### src/rtl/axi_lite_arb_pkg.sv
// Shared types and response codes for the 2:1 AXI4-Lite arbiter.
package axi_lite_arb_pkg;

  typedef enum logic [1:0] {
    WR_IDLE = 2'd0,
    WR_ADDR = 2'd1,
    WR_RESP = 2'd2
  } wr_arb_state_t;

  typedef enum logic [1:0] {
    RD_IDLE = 2'd0,
    RD_ADDR = 2'd1,
    RD_RESP = 2'd2
  } rd_arb_state_t;

  localparam logic [1:0] RESP_OKAY   = 2'b00;
  localparam logic [1:0] RESP_SLVERR = 2'b10;

endpackage

### src/rtl/axi_lite_rr_arb2.sv
// Two-requester round-robin grant; `last` names the port that owned the previous grant.
module axi_lite_rr_arb2 (
  input  logic [1:0] req,
  input  logic       last,
  input  logic       enable,
  output logic [1:0] grant
);

  always_comb begin
    grant = 2'b00;
    if (enable) begin
      unique case (req)
        2'b01:   grant = 2'b01;
        2'b10:   grant = 2'b10;
        2'b11:   grant = last ? 2'b01 : 2'b10;
        default: grant = 2'b00;
      endcase
    end
  end

endmodule

### src/rtl/axi_4_lite_arbiter_2to1.sv
// Two-master to one-slave AXI4-Lite arbiter: independent round-robin write and read paths,
// registered grant, combinational payload/handshake forwarding while a grant is held.
module axi_4_lite_arbiter_2to1
  import axi_lite_arb_pkg::*;
#(
  parameter int ADDRESS    = 32,
  parameter int DATA_WIDTH = 32
) (
  input  logic                    CLK,
  input  logic                    RESET_N,
  input  logic [ADDRESS-1:0]      S0_AWADDR,
  input  logic                    S0_AWVALID,
  output logic                    S0_AWREADY,
  input  logic [DATA_WIDTH-1:0]   S0_WDATA,
  input  logic [DATA_WIDTH/8-1:0] S0_WSTRB,
  input  logic                    S0_WVALID,
  output logic                    S0_WREADY,
  output logic [1:0]              S0_BRESP,
  output logic                    S0_BVALID,
  input  logic                    S0_BREADY,
  input  logic [ADDRESS-1:0]      S0_ARADDR,
  input  logic                    S0_ARVALID,
  output logic                    S0_ARREADY,
  output logic [DATA_WIDTH-1:0]   S0_RDATA,
  output logic [1:0]              S0_RRESP,
  output logic                    S0_RVALID,
  input  logic                    S0_RREADY,
  input  logic [ADDRESS-1:0]      S1_AWADDR,
  input  logic                    S1_AWVALID,
  output logic                    S1_AWREADY,
  input  logic [DATA_WIDTH-1:0]   S1_WDATA,
  input  logic [DATA_WIDTH/8-1:0] S1_WSTRB,
  input  logic                    S1_WVALID,
  output logic                    S1_WREADY,
  output logic [1:0]              S1_BRESP,
  output logic                    S1_BVALID,
  input  logic                    S1_BREADY,
  input  logic [ADDRESS-1:0]      S1_ARADDR,
  input  logic                    S1_ARVALID,
  output logic                    S1_ARREADY,
  output logic [DATA_WIDTH-1:0]   S1_RDATA,
  output logic [1:0]              S1_RRESP,
  output logic                    S1_RVALID,
  input  logic                    S1_RREADY,
  output logic [ADDRESS-1:0]      M_AWADDR,
  output logic                    M_AWVALID,
  input  logic                    M_AWREADY,
  output logic [DATA_WIDTH-1:0]   M_WDATA,
  output logic [DATA_WIDTH/8-1:0] M_WSTRB,
  output logic                    M_WVALID,
  input  logic                    M_WREADY,
  input  logic [1:0]              M_BRESP,
  input  logic                    M_BVALID,
  output logic                    M_BREADY,
  output logic [ADDRESS-1:0]      M_ARADDR,
  output logic                    M_ARVALID,
  input  logic                    M_ARREADY,
  input  logic [DATA_WIDTH-1:0]   M_RDATA,
  input  logic [1:0]              M_RRESP,
  input  logic                    M_RVALID,
  output logic                    M_RREADY,
  output logic [1:0]              WR_GRANT,
  output logic [1:0]              RD_GRANT
);

  wr_arb_state_t wr_state_q;
  rd_arb_state_t rd_state_q;
  logic [1:0]    wr_grant_q, wr_grant_d, rd_grant_q, rd_grant_d;
  logic          last_wr_q, last_rd_q, aw_done_q, w_done_q;

  axi_lite_rr_arb2 u_wr_arb (
    .req    ({S1_AWVALID, S0_AWVALID}),
    .last   (last_wr_q),
    .enable (wr_state_q == WR_IDLE),
    .grant  (wr_grant_d)
  );

  axi_lite_rr_arb2 u_rd_arb (
    .req    ({S1_ARVALID, S0_ARVALID}),
    .last   (last_rd_q),
    .enable (rd_state_q == RD_IDLE),
    .grant  (rd_grant_d)
  );

  logic wr_sel, wr_act, wr_addr_ph, wr_resp_ph, aw_hs, w_hs, b_hs, aw_rdy, w_rdy, b_vld;
  assign wr_sel     = wr_grant_q[1];
  assign wr_act     = (wr_state_q != WR_IDLE);
  assign wr_addr_ph = (wr_state_q == WR_ADDR);
  assign wr_resp_ph = (wr_state_q == WR_RESP);

  // Write path: payload only while a grant is held, handshakes gated by the done flags.
  assign M_AWADDR  = !wr_act ? '0 : (wr_sel ? S1_AWADDR : S0_AWADDR);
  assign M_WDATA   = !wr_act ? '0 : (wr_sel ? S1_WDATA  : S0_WDATA);
  assign M_WSTRB   = !wr_act ? '0 : (wr_sel ? S1_WSTRB  : S0_WSTRB);
  assign M_AWVALID = wr_addr_ph & !aw_done_q & (wr_sel ? S1_AWVALID : S0_AWVALID);
  assign M_WVALID  = wr_addr_ph & !w_done_q  & (wr_sel ? S1_WVALID  : S0_WVALID);
  assign M_BREADY  = wr_resp_ph & (wr_sel ? S1_BREADY : S0_BREADY);

  assign aw_rdy = wr_addr_ph & !aw_done_q & M_AWREADY;
  assign w_rdy  = wr_addr_ph & !w_done_q  & M_WREADY;
  assign b_vld  = wr_resp_ph & M_BVALID;
  assign S0_AWREADY = aw_rdy & wr_grant_q[0];
  assign S1_AWREADY = aw_rdy & wr_grant_q[1];
  assign S0_WREADY  = w_rdy  & wr_grant_q[0];
  assign S1_WREADY  = w_rdy  & wr_grant_q[1];
  assign S0_BVALID  = b_vld  & wr_grant_q[0];
  assign S1_BVALID  = b_vld  & wr_grant_q[1];
  assign S0_BRESP   = (b_vld & wr_grant_q[0]) ? M_BRESP : RESP_OKAY;
  assign S1_BRESP   = (b_vld & wr_grant_q[1]) ? M_BRESP : RESP_OKAY;

  assign aw_hs = M_AWVALID & M_AWREADY;
  assign w_hs  = M_WVALID & M_WREADY;
  assign b_hs  = M_BVALID & M_BREADY;

  logic rd_sel, rd_act, rd_addr_ph, rd_resp_ph, ar_hs, r_hs, r_vld;
  assign rd_sel     = rd_grant_q[1];
  assign rd_act     = (rd_state_q != RD_IDLE);
  assign rd_addr_ph = (rd_state_q == RD_ADDR);
  assign rd_resp_ph = (rd_state_q == RD_RESP);

  assign M_ARADDR   = !rd_act ? '0 : (rd_sel ? S1_ARADDR : S0_ARADDR);
  assign M_ARVALID  = rd_addr_ph & (rd_sel ? S1_ARVALID : S0_ARVALID);
  assign M_RREADY   = rd_resp_ph & (rd_sel ? S1_RREADY : S0_RREADY);
  assign S0_ARREADY = rd_addr_ph & M_ARREADY & rd_grant_q[0];
  assign S1_ARREADY = rd_addr_ph & M_ARREADY & rd_grant_q[1];
  assign r_vld      = rd_resp_ph & M_RVALID;
  assign S0_RVALID  = r_vld & rd_grant_q[0];
  assign S1_RVALID  = r_vld & rd_grant_q[1];
  assign S0_RDATA   = (r_vld & rd_grant_q[0]) ? M_RDATA : '0;
  assign S1_RDATA   = (r_vld & rd_grant_q[1]) ? M_RDATA : '0;
  assign S0_RRESP   = (r_vld & rd_grant_q[0]) ? M_RRESP : RESP_OKAY;
  assign S1_RRESP   = (r_vld & rd_grant_q[1]) ? M_RRESP : RESP_OKAY;

  assign ar_hs = M_ARVALID & M_ARREADY;
  assign r_hs  = M_RVALID & M_RREADY;

  assign WR_GRANT = wr_grant_q;
  assign RD_GRANT = rd_grant_q;

  // Write FSM: AW and W may finish in either order; both must be done before the response.
  always_ff @(posedge CLK or negedge RESET_N) begin
    if (!RESET_N) begin
      wr_state_q <= WR_IDLE;
      wr_grant_q <= 2'b00;
      last_wr_q  <= 1'b1;
      aw_done_q  <= 1'b0;
      w_done_q   <= 1'b0;
    end else begin
      unique case (wr_state_q)
        WR_IDLE: if (|wr_grant_d) begin
          wr_grant_q <= wr_grant_d;
          wr_state_q <= WR_ADDR;
        end
        WR_ADDR: if ((aw_done_q | aw_hs) & (w_done_q | w_hs)) begin
          aw_done_q  <= 1'b0;
          w_done_q   <= 1'b0;
          wr_state_q <= WR_RESP;
        end else begin
          aw_done_q <= aw_done_q | aw_hs;
          w_done_q  <= w_done_q | w_hs;
        end
        WR_RESP: if (b_hs) begin
          last_wr_q  <= wr_grant_q[1];
          wr_grant_q <= 2'b00;
          wr_state_q <= WR_IDLE;
        end
        default: begin
          wr_grant_q <= 2'b00;
          wr_state_q <= WR_IDLE;
        end
      endcase
    end
  end

  always_ff @(posedge CLK or negedge RESET_N) begin
    if (!RESET_N) begin
      rd_state_q <= RD_IDLE;
      rd_grant_q <= 2'b00;
      last_rd_q  <= 1'b1;
    end else begin
      unique case (rd_state_q)
        RD_IDLE: if (|rd_grant_d) begin
          rd_grant_q <= rd_grant_d;
          rd_state_q <= RD_ADDR;
        end
        RD_ADDR: if (ar_hs) rd_state_q <= RD_RESP;
        RD_RESP: if (r_hs) begin
          last_rd_q  <= rd_grant_q[1];
          rd_grant_q <= 2'b00;
          rd_state_q <= RD_IDLE;
        end
        default: begin
          rd_grant_q <= 2'b00;
          rd_state_q <= RD_IDLE;
        end
      endcase
    end
  end

endmodule

### config.mk
export PLATFORM = sky130hd
export DESIGN_NAME = axi_4_lite_arbiter_2to1
export DESIGN_NICKNAME = d
export VERILOG_FILES = /design/src/rtl/axi_lite_arb_pkg.sv /design/src/rtl/axi_lite_rr_arb2.sv /design/src/rtl/axi_4_lite_arbiter_2to1.sv
export SDC_FILE = /design/constraint.sdc
export NUM_CORES = 1
export LEC_CHECK = 0
export BUFFER_PORTS_ARGS = -buffer_cell sky130_fd_sc_hd__buf_2
export CAP_MARGIN = 20
export CORE_AREA = 2 2 174 176
export CTS_CLUSTER_DIAMETER = 120
export DETAILED_ROUTE_END_ITERATION = 16
export DIE_AREA = 0 0 176 178
export SLEW_MARGIN = 20
export SYNTH_ARGS = -nofsm -noshare
export SYNTH_HDL_FRONTEND = slang
export SYNTH_SLANG_ARGS = --single-unit
### constraint.sdc
create_clock -name CLK -period 1.45 [get_ports CLK]
set_input_delay 0.0725 -clock CLK [delete_from_list [all_inputs] [get_ports CLK]]
set_output_delay 0.0725 -clock CLK [all_outputs]
set_load 0.02 [all_outputs]
==> summary.md, run 1 <==
| Metric | Value |
|---|---|
| Status | `finished with violations` |
| Failing checks | `negative setup slack` |
| Worst EP required | `1.38 ns` |
| Worst skew pair latency | `0.25 ns` |
| FF+latch count, synth | `12` |
| Fillers | `3088` |
| Tcrit/Tclk final | `1.11` |
| Total grt overflow | `0` |
| Largest net degree at the start of global routing | `36` |
| Starting density of the core | `0.0966` |
| Clock root buffer | `clkbuf_16` |
| Core area | `0.0294 mm²` |
| Storage element area | `310 µm²` |
| Routed len/inst | `14.0 µm` |
| Final Critical Period | `1.60 ns` |
| Crit-path max FO | `7` |
| P_sw | `6.36 mW` |
| Routed wl met3 | `1.42 mm` |
| P per Cell Area | `1710 mW/mm²` |
| Setup crit end kind | `primary output` |
| Syn nets | `645` |
| Crit path cell chain | `buf_12 -> buf_4 -> mux2i_2 -> nor2_1 -> buf_4` |
| Final net count | `1117` |
| Number of global-route vias before repair | `4394` |
| Row count | `63` |
| First-pass DRT Iterations | `4` |
| Vias | `4705` |
| Skew final | `0.000691 ns` |
| I/O pin cnt | `444` |
| Critical path class | `flip-flop to primary output` |
| HP Class | `input port to flip-flop` |
| Top layer reached by signal wires | `met5` |
| Max cap viols | `0` |
| Vias per cell | `3.75` |
| Flop pwr share | `0.056` |
| DRC errors left | `0` |
| Worst slew pin tran | `0.411 ns` |
| Die area | `0.0313 mm²` |
| Lkg Pwr | `3.80 nW` |
| Max stage delay cell, worst path | `dfrtp_4` |
| H-Tree Depth | `1` |
| Final number of max-transition violations | `0` |
| Switching Share | `0.473` |
| Initial antenna violation count | `3` |
| Most common cell after layout, fill and taps aside | `buf_2` |
| First-pass GRT wire length | `22.8 mm` |
| Final ANT Viol Nets | `0` |
| CP arrival | `1.53 ns` |
| Synthesized area | `0.00284 mm²` |
| Final wirelength | `17.6 mm` |
| Final setup viols | `176` |
| Cell mode on critical path | `buf_4` |
| Routability congestion estimate from global placement | `0.821` |
| CP max stage delay | `0.52 ns` |
| Layout Utilization | `0.267` |
| Clk buf depth | `2` |
| Worst vdd ir | `939 µV` |
| Avg Cell Area, Syn | `7.24 µm²` |
| DRT iter0 DRCs | `139` |
| Length of routed wiring on met1 | `6.41 mm` |
| Internal | `7.08 mW` |
| HPWL after DPL | `12.5 mm` |
| Die X | `176 µm` |
| Final Hold Fails | `0` |
| CTS Sinks | `12` |
| Clock share of power | `0.043` |
| Die Ht | `178 µm` |
| Multi-input logic area | `0.00297 mm²` |
| CTS tree | `yes` |
| Syn-to-layout area delta | `177%` |
| RSZ-0062 raised after global routing | `true` |
| Synth Warn # | `0` |
| Placed Area | `0.00581 mm²` |
| Crit path buffers/inverters | `3` |
| Peak Freq | `624 MHz` |
| Share of layout cells above drive strength 1 | `0.786` |
| Routed met2 length | `9.38 mm` |
| Critical path's top delay family | `flip-flops` |
| Combinational share of power | `0.901` |
| Startpoint Class | `flip-flop` |
| Yosys cell types | `36` |
| Post-synthesis sequential area ratio | `0.107` |
| PortBufs | `443` |
| Most frequent cells in the layout | `buf_2 (288), buf_6 (131), nor2_2 (69)` |
| Final Cell Area | `0.00786 mm²` |
| Final WS setup | `-0.154 ns` |
| Clk pin slew, worst setup/hold paths | `0.05 ns` |
| TritonCTS Buffers | `3` |
| GRT Util Overall | `0.0922` |
| Slew HR | `0.725` |
| Synthesized instance count | `392` |
-- final timing paths --
check                                              from                   endpoint  slack, ns  cells after the start
worst max-delay path            WR_GRANT[1]$_DFFE_PN0P_               M_AWADDR[31]      -0.15                      5
worst min-delay path                          M_ARREADY  rd_state_q[1]$_DFFE_PN0P_       0.13                      3
worst max register to register  WR_GRANT[1]$_DFFE_PN0P_  wr_state_q[1]$_DFFE_PN0P_      -0.09                      4
worst min register to register    last_rd_q$_DFFE_PN1P_      last_rd_q$_DFFE_PN1P_       0.55                      2
max in group asynchronous                       RESET_N      last_rd_q$_DFFE_PN1P_       0.88                      2
min in group asynchronous                       RESET_N    RD_GRANT[0]$_DFFE_PN0P_       0.27                      2
-- layer usage --
layer,vias up,global-route usage
li1,2266,-
met1,2145,0.101
met2,267,0.176
met3,25,0.0196
met4,2,0.0303
met5,-,0
-- registers in the layout (all words and copies together) (netlist names) --
register,count
RD_GRANT,2
wr_state_q,2
aw_done_q,1
w_done_q,1
rd_state_q,2
last_wr_q,1
WR_GRANT,2
last_rd_q,1
-- Yosys cell counts, drive strengths merged --
cell type	number	area, µm²
o21ba	1	10.0
nor2	108	405
and3b	1	8.76
nor3b	1	7.51
nor2b	6	45.0
inv	6	22.5
a22oi	1	7.51
o22ai	1	6.26
nor3	4	20.0
o32a	1	10.0
and2	72	450
a31o	1	8.76
nand2	2	7.51
mux2i	103	1030
a2111oi	1	8.76
o21ai	1	5.00
o32ai	2	17.5
a21o	3	22.5
a311oi	1	15.0
o2bb2ai	1	8.76
nand4b	1	8.76
mux2	2	30.0
and3	10	62.6
a21oi	4	20.0
o22a	1	8.76
clkbuf	9	33.8
buf	27	194
a31oi	3	18.8
o31ai	1	7.51
a22o	1	8.76
dfstp	2	52.6
dfrtp	10	250
nand2b	4	25.0
-- worst min-delay path, delay by kind of cell --
family	cells	cell delay, ns
AND/OR/NAND/NOR	1	0.08
AO/OA/AOI/OAI	1	0.06
buffers and inverters	1	0.11
-- per-stage QoR --
| stage | hold WS, ns | instances | total power [mW] | TNS, ns | worst slack (ns) |
|---|---|---|---|---|---|
| floorplan | -0.223 | 392 | 6.05 | -0.0133 | -0.0133 |
| global placement | 0.000246 | 1214 | 8.79 | -0.00265 | -0.00265 |
| detailed placement | 0.00147 | 1214 | 8.85 | -0.0121 | -0.0119 |
| CTS | 0.126 | 1242 | 12.0 | -16.12 | -0.166 |
| global route | 0.139 | 1255 | 14.1 | -24.98 | -0.208 |
| finish | 0.129 | 1256 | 13.4 | -14.87 | -0.154 |
-- layout make-up --
| class | instances | share of cell area |
|---|---|---|
| well taps | 390 | 0.0621 |
| diodes | 3 | 0.000955 |
| flip-flops and latches | 12 | 0.0395 |
| multi-input cells | 338 | 0.378 |
| repair buffers | 503 | 0.505 |
| clock buffers | 4 | 0.0113 |
| inverters | 6 | 0.00287 |
-- cell families (layout without fill, tap and decap cells) --
logic type,Yosys count,count (layout),synth area share
other,0,3,0
AOI/OAI and AO/OA,24,24,0.0648
DFF,12,12,0.107
buffers and inverters,42,513,0.0881
and+or+nand+nor,209,209,0.367
muxes,105,105,0.374
-- power by group through the flow --
| stage | Sequential [mW] | Combinational, mW | Clock (mW) |
|---|---|---|---|
| detailed placement | 0.713 | 8.14 | 0 |
| finish | 0.751 | 12.1 | 0.578 |
| CTS | 0.717 | 10.7 | 0.598 |
| global route | 0.779 | 12.7 | 0.610 |
| global placement | 0.709 | 8.08 | 0 |
| floorplan | 0.615 | 5.44 | 0 |
-- what timing repair did --
action,CTS,global route
gates resized for setup,254,179
endpoints found under the setup margin,183,191
cloned,9,4
buffers inserted,14,9
hold buffers,1,0
pin swaps,12,22
endpoints found under the hold margin,10,0
Power figures use the tool's default switching activity.
==> run 2, diff against run 1 <==
--- a/config.mk
+++ b/config.mk
@@ -11,6 +11,7 @@
 export CTS_CLUSTER_DIAMETER = 120
 export DETAILED_ROUTE_END_ITERATION = 16
 export DIE_AREA = 0 0 176 178
+export SKIP_CTS_REPAIR_TIMING = 1
 export SLEW_MARGIN = 20
 export SYNTH_ARGS = -nofsm -noshare
 export SYNTH_HDL_FRONTEND = slang
==> run 2 against run 1 <==
  * The run still ends with negative setup slack left
  * Hold slack improved by 0.0055 ns
  * Clock skew about the same
  * Largest cell class unchanged
  * Highest routed layer unchanged
  * Flip-flop and latch count did not move
  * Global-route usage fell by 1.2 points
  * First-iteration DRC count is 2.9% lower
  * Clock power fell by 0.7%
  * Via count fell by 2.4%
==> summary.md, run 2 (synthesis gave the netlist of run 1 again) <==
| Metric | Value |
|---|---|
| DRC errors left | `0` |
| Core area | `0.0294 mm²` |
| Slew HR | `0.727` |
| Most common cell after layout, fill and taps aside | `buf_2` |
| Vias per cell | `3.67` |
| Hold Crit Depth | `3` |
| Crit-path max FO | `11` |
| TritonCTS Buffers | `3` |
| Final net count | `1111` |
| Final Critical Period | `1.62 ns` |
| I/O pin cnt | `444` |
| Final Hold Fails | `0` |
| Vias | `4590` |
| DRT iter0 DRCs | `135` |
| Reg2reg start | `WR_GRANT[1]$_DFFE_PN0P_` |
| PortBufs | `443` |
| Clock share of power | `0.050` |
| Critical path class | `flip-flop to primary output` |
| Multi-input logic area | `0.00277 mm²` |
| H-Tree Depth | `1` |
| Lkg Pwr | `3.73 nW` |
| Failing checks | `negative setup slack` |
| GRT Util Overall | `0.0798` |
| Skew final | `0.000538 ns` |
| Worst skew pair latency | `0.25 ns` |
| Final setup viols | `174` |
| Worst Hold End | `last_wr_q$_DFFE_PN1P_` |
| Internal | `5.70 mW` |
| Storage element area | `310 µm²` |
| Finished Layout Cells | `1249` |
| First-pass DRT Iterations | `4` |
| Layout Utilization | `0.249` |
| Die area | `0.0313 mm²` |
| Startpoint Class | `flip-flop` |
| CTS tree | `yes` |
| Post-placement cell count | `1214` |
| Total grt overflow | `0` |
| Share of layout cells above drive strength 1 | `0.777` |
| HP Class | `input port to flip-flop` |
| Status | `finished with violations` |
| Row count | `63` |
| P per Cell Area | `1570 mW/mm²` |
| P_sw | `5.75 mW` |
| Worst EP required | `1.38 ns` |
| Initial antenna violation count | `3` |
| Flop pwr share | `0.063` |
| Reg-to-reg setup timing slack | `-0.08 ns` |
| Final number of max-transition violations | `0` |
| First-pass GRT wire length | `19.9 mm` |
| Worst vdd ir | `952 µV` |
| Switching Share | `0.502` |
| Reg2reg end | `wr_state_q[0]$_DFFE_PN0P_` |
| Largest net degree at the start of global routing | `36` |
| CTS Sinks | `12` |
| Min Hold Slack | `0.134 ns` |
| Die Ht | `178 µm` |
| Final WS setup | `-0.169 ns` |
| Syn-to-layout area delta | `158%` |
| Max cap viols | `0` |
| Peak Freq | `618 MHz` |
| Setup crit end kind | `primary output` |
| Routability congestion estimate from global placement | `0.821` |
| HPWL after DPL | `12.5 mm` |
| Die X | `176 µm` |
| Fillers | `3148` |
| Clk buf depth | `2` |
| Final wirelength | `17.1 mm` |
| Worst slew pin tran | `0.400 ns` |
| Clock root buffer | `clkbuf_16` |
| Final ANT Viol Nets | `0` |
| Combinational share of power | `0.887` |
| Number of global-route vias before repair | `3901` |
| CP arrival | `1.55 ns` |
| Setup WS pre-CTS | `-0.0119 ns` |
| Clk pin slew, worst setup/hold paths | `0.05 ns` |
| Routed len/inst | `13.7 µm` |
| FF-to-FF path depth | `4` |
| Most frequent cells in the layout | `buf_2 (324), buf_6 (97), mux2i_1 (83)` |
| Tcrit/Tclk final | `1.12` |
| Min-delay src | `S0_BREADY` |
| RSZ-0062 raised after global routing | `true` |
| Starting density of the core | `0.0966` |
run 2: cell types whose count changed in the layout (fill, tap and decap cells not counted), moves of 7 or more:
cell     before  now
mux2i_4      15    5
nor2_1       27   34
mux2i_1      61   83
buf_6       131   97
mux2i_2      27   15
and2_4       23   54
nor2_4       12    2
and2_1       49   18
buf_2       288  324
buf_16        8    1
run 2: worst max-delay path by stage:
stage                                   start  depth (start not counted)      endpoint  slack [ns]
floorplan             RD_GRANT[1]$_DFFE_PN0P_                          4    S1_ARREADY       -0.01
global placement      WR_GRANT[1]$_DFFE_PN0P_                          5  M_AWADDR[18]      -0.003
detailed placement    WR_GRANT[1]$_DFFE_PN0P_                          5  M_AWADDR[18]       -0.01
CTS                   WR_GRANT[1]$_DFFE_PN0P_                          5  M_AWADDR[18]       -0.28
global route        rd_state_q[1]$_DFFE_PN0P_                          5  S0_RDATA[24]       -0.24
finish                WR_GRANT[1]$_DFFE_PN0P_                          5  M_AWADDR[27]       -0.17
run 2: cell type report:
type | instances | area share
Antenna cell | 2 | 0.000684
Clock buffer | 4 | 0.0121
Inverter | 6 | 0.00308
Multi-Input combinational cell | 338 | 0.379
Sequential cell | 12 | 0.0424
Tap cell | 390 | 0.0667
Timing Repair Buffer | 497 | 0.496
run 2: routing by layer:
layer / global-route usage / up-vias / wire, µm
met5: 0 / - / 16
met4: 0.0293 / 2 / 548
met3: 0.0205 / 24 / 1450
met2: 0.150 / 270 / 8930
met1: 0.0856 / 2046 / 6190
li1: - / 2248 / -
run 2: stage by stage:
| stage | setup TNS (ns) | power [mW] | instance area (µm²) |
|---|---|---|---|
| finish | -17.71 | 11.5 | 7320 |
| global route | -29.79 | 12.1 | 7320 |
| CTS | -19.88 | 9.48 | 5900 |
| detailed placement | -0.0121 | 8.85 | 5810 |
| global placement | -0.00265 | 8.79 | 5810 |
| floorplan | -0.0133 | 6.05 | 3020 |
run 2: worst max-delay path: stages, from the launching register on:
cell     delay (ns)
dfrtp_4        0.52
buf_12         0.17
buf_16         0.16
mux2i_4        0.20
nor2_2         0.12
buf_6          0.12
run 2: power by group through the flow:
stage          Sequential (mW)  Clock, mW  Combinational, mW
2_1_floorplan            0.615          0               5.44
3_3_place_gp             0.709          0               8.08
3_5_place_dp             0.713          0               8.14
4_1_cts                  0.707      0.598               8.17
5_1_grt                  0.746      0.611               10.8
6_report                 0.717      0.574               10.2
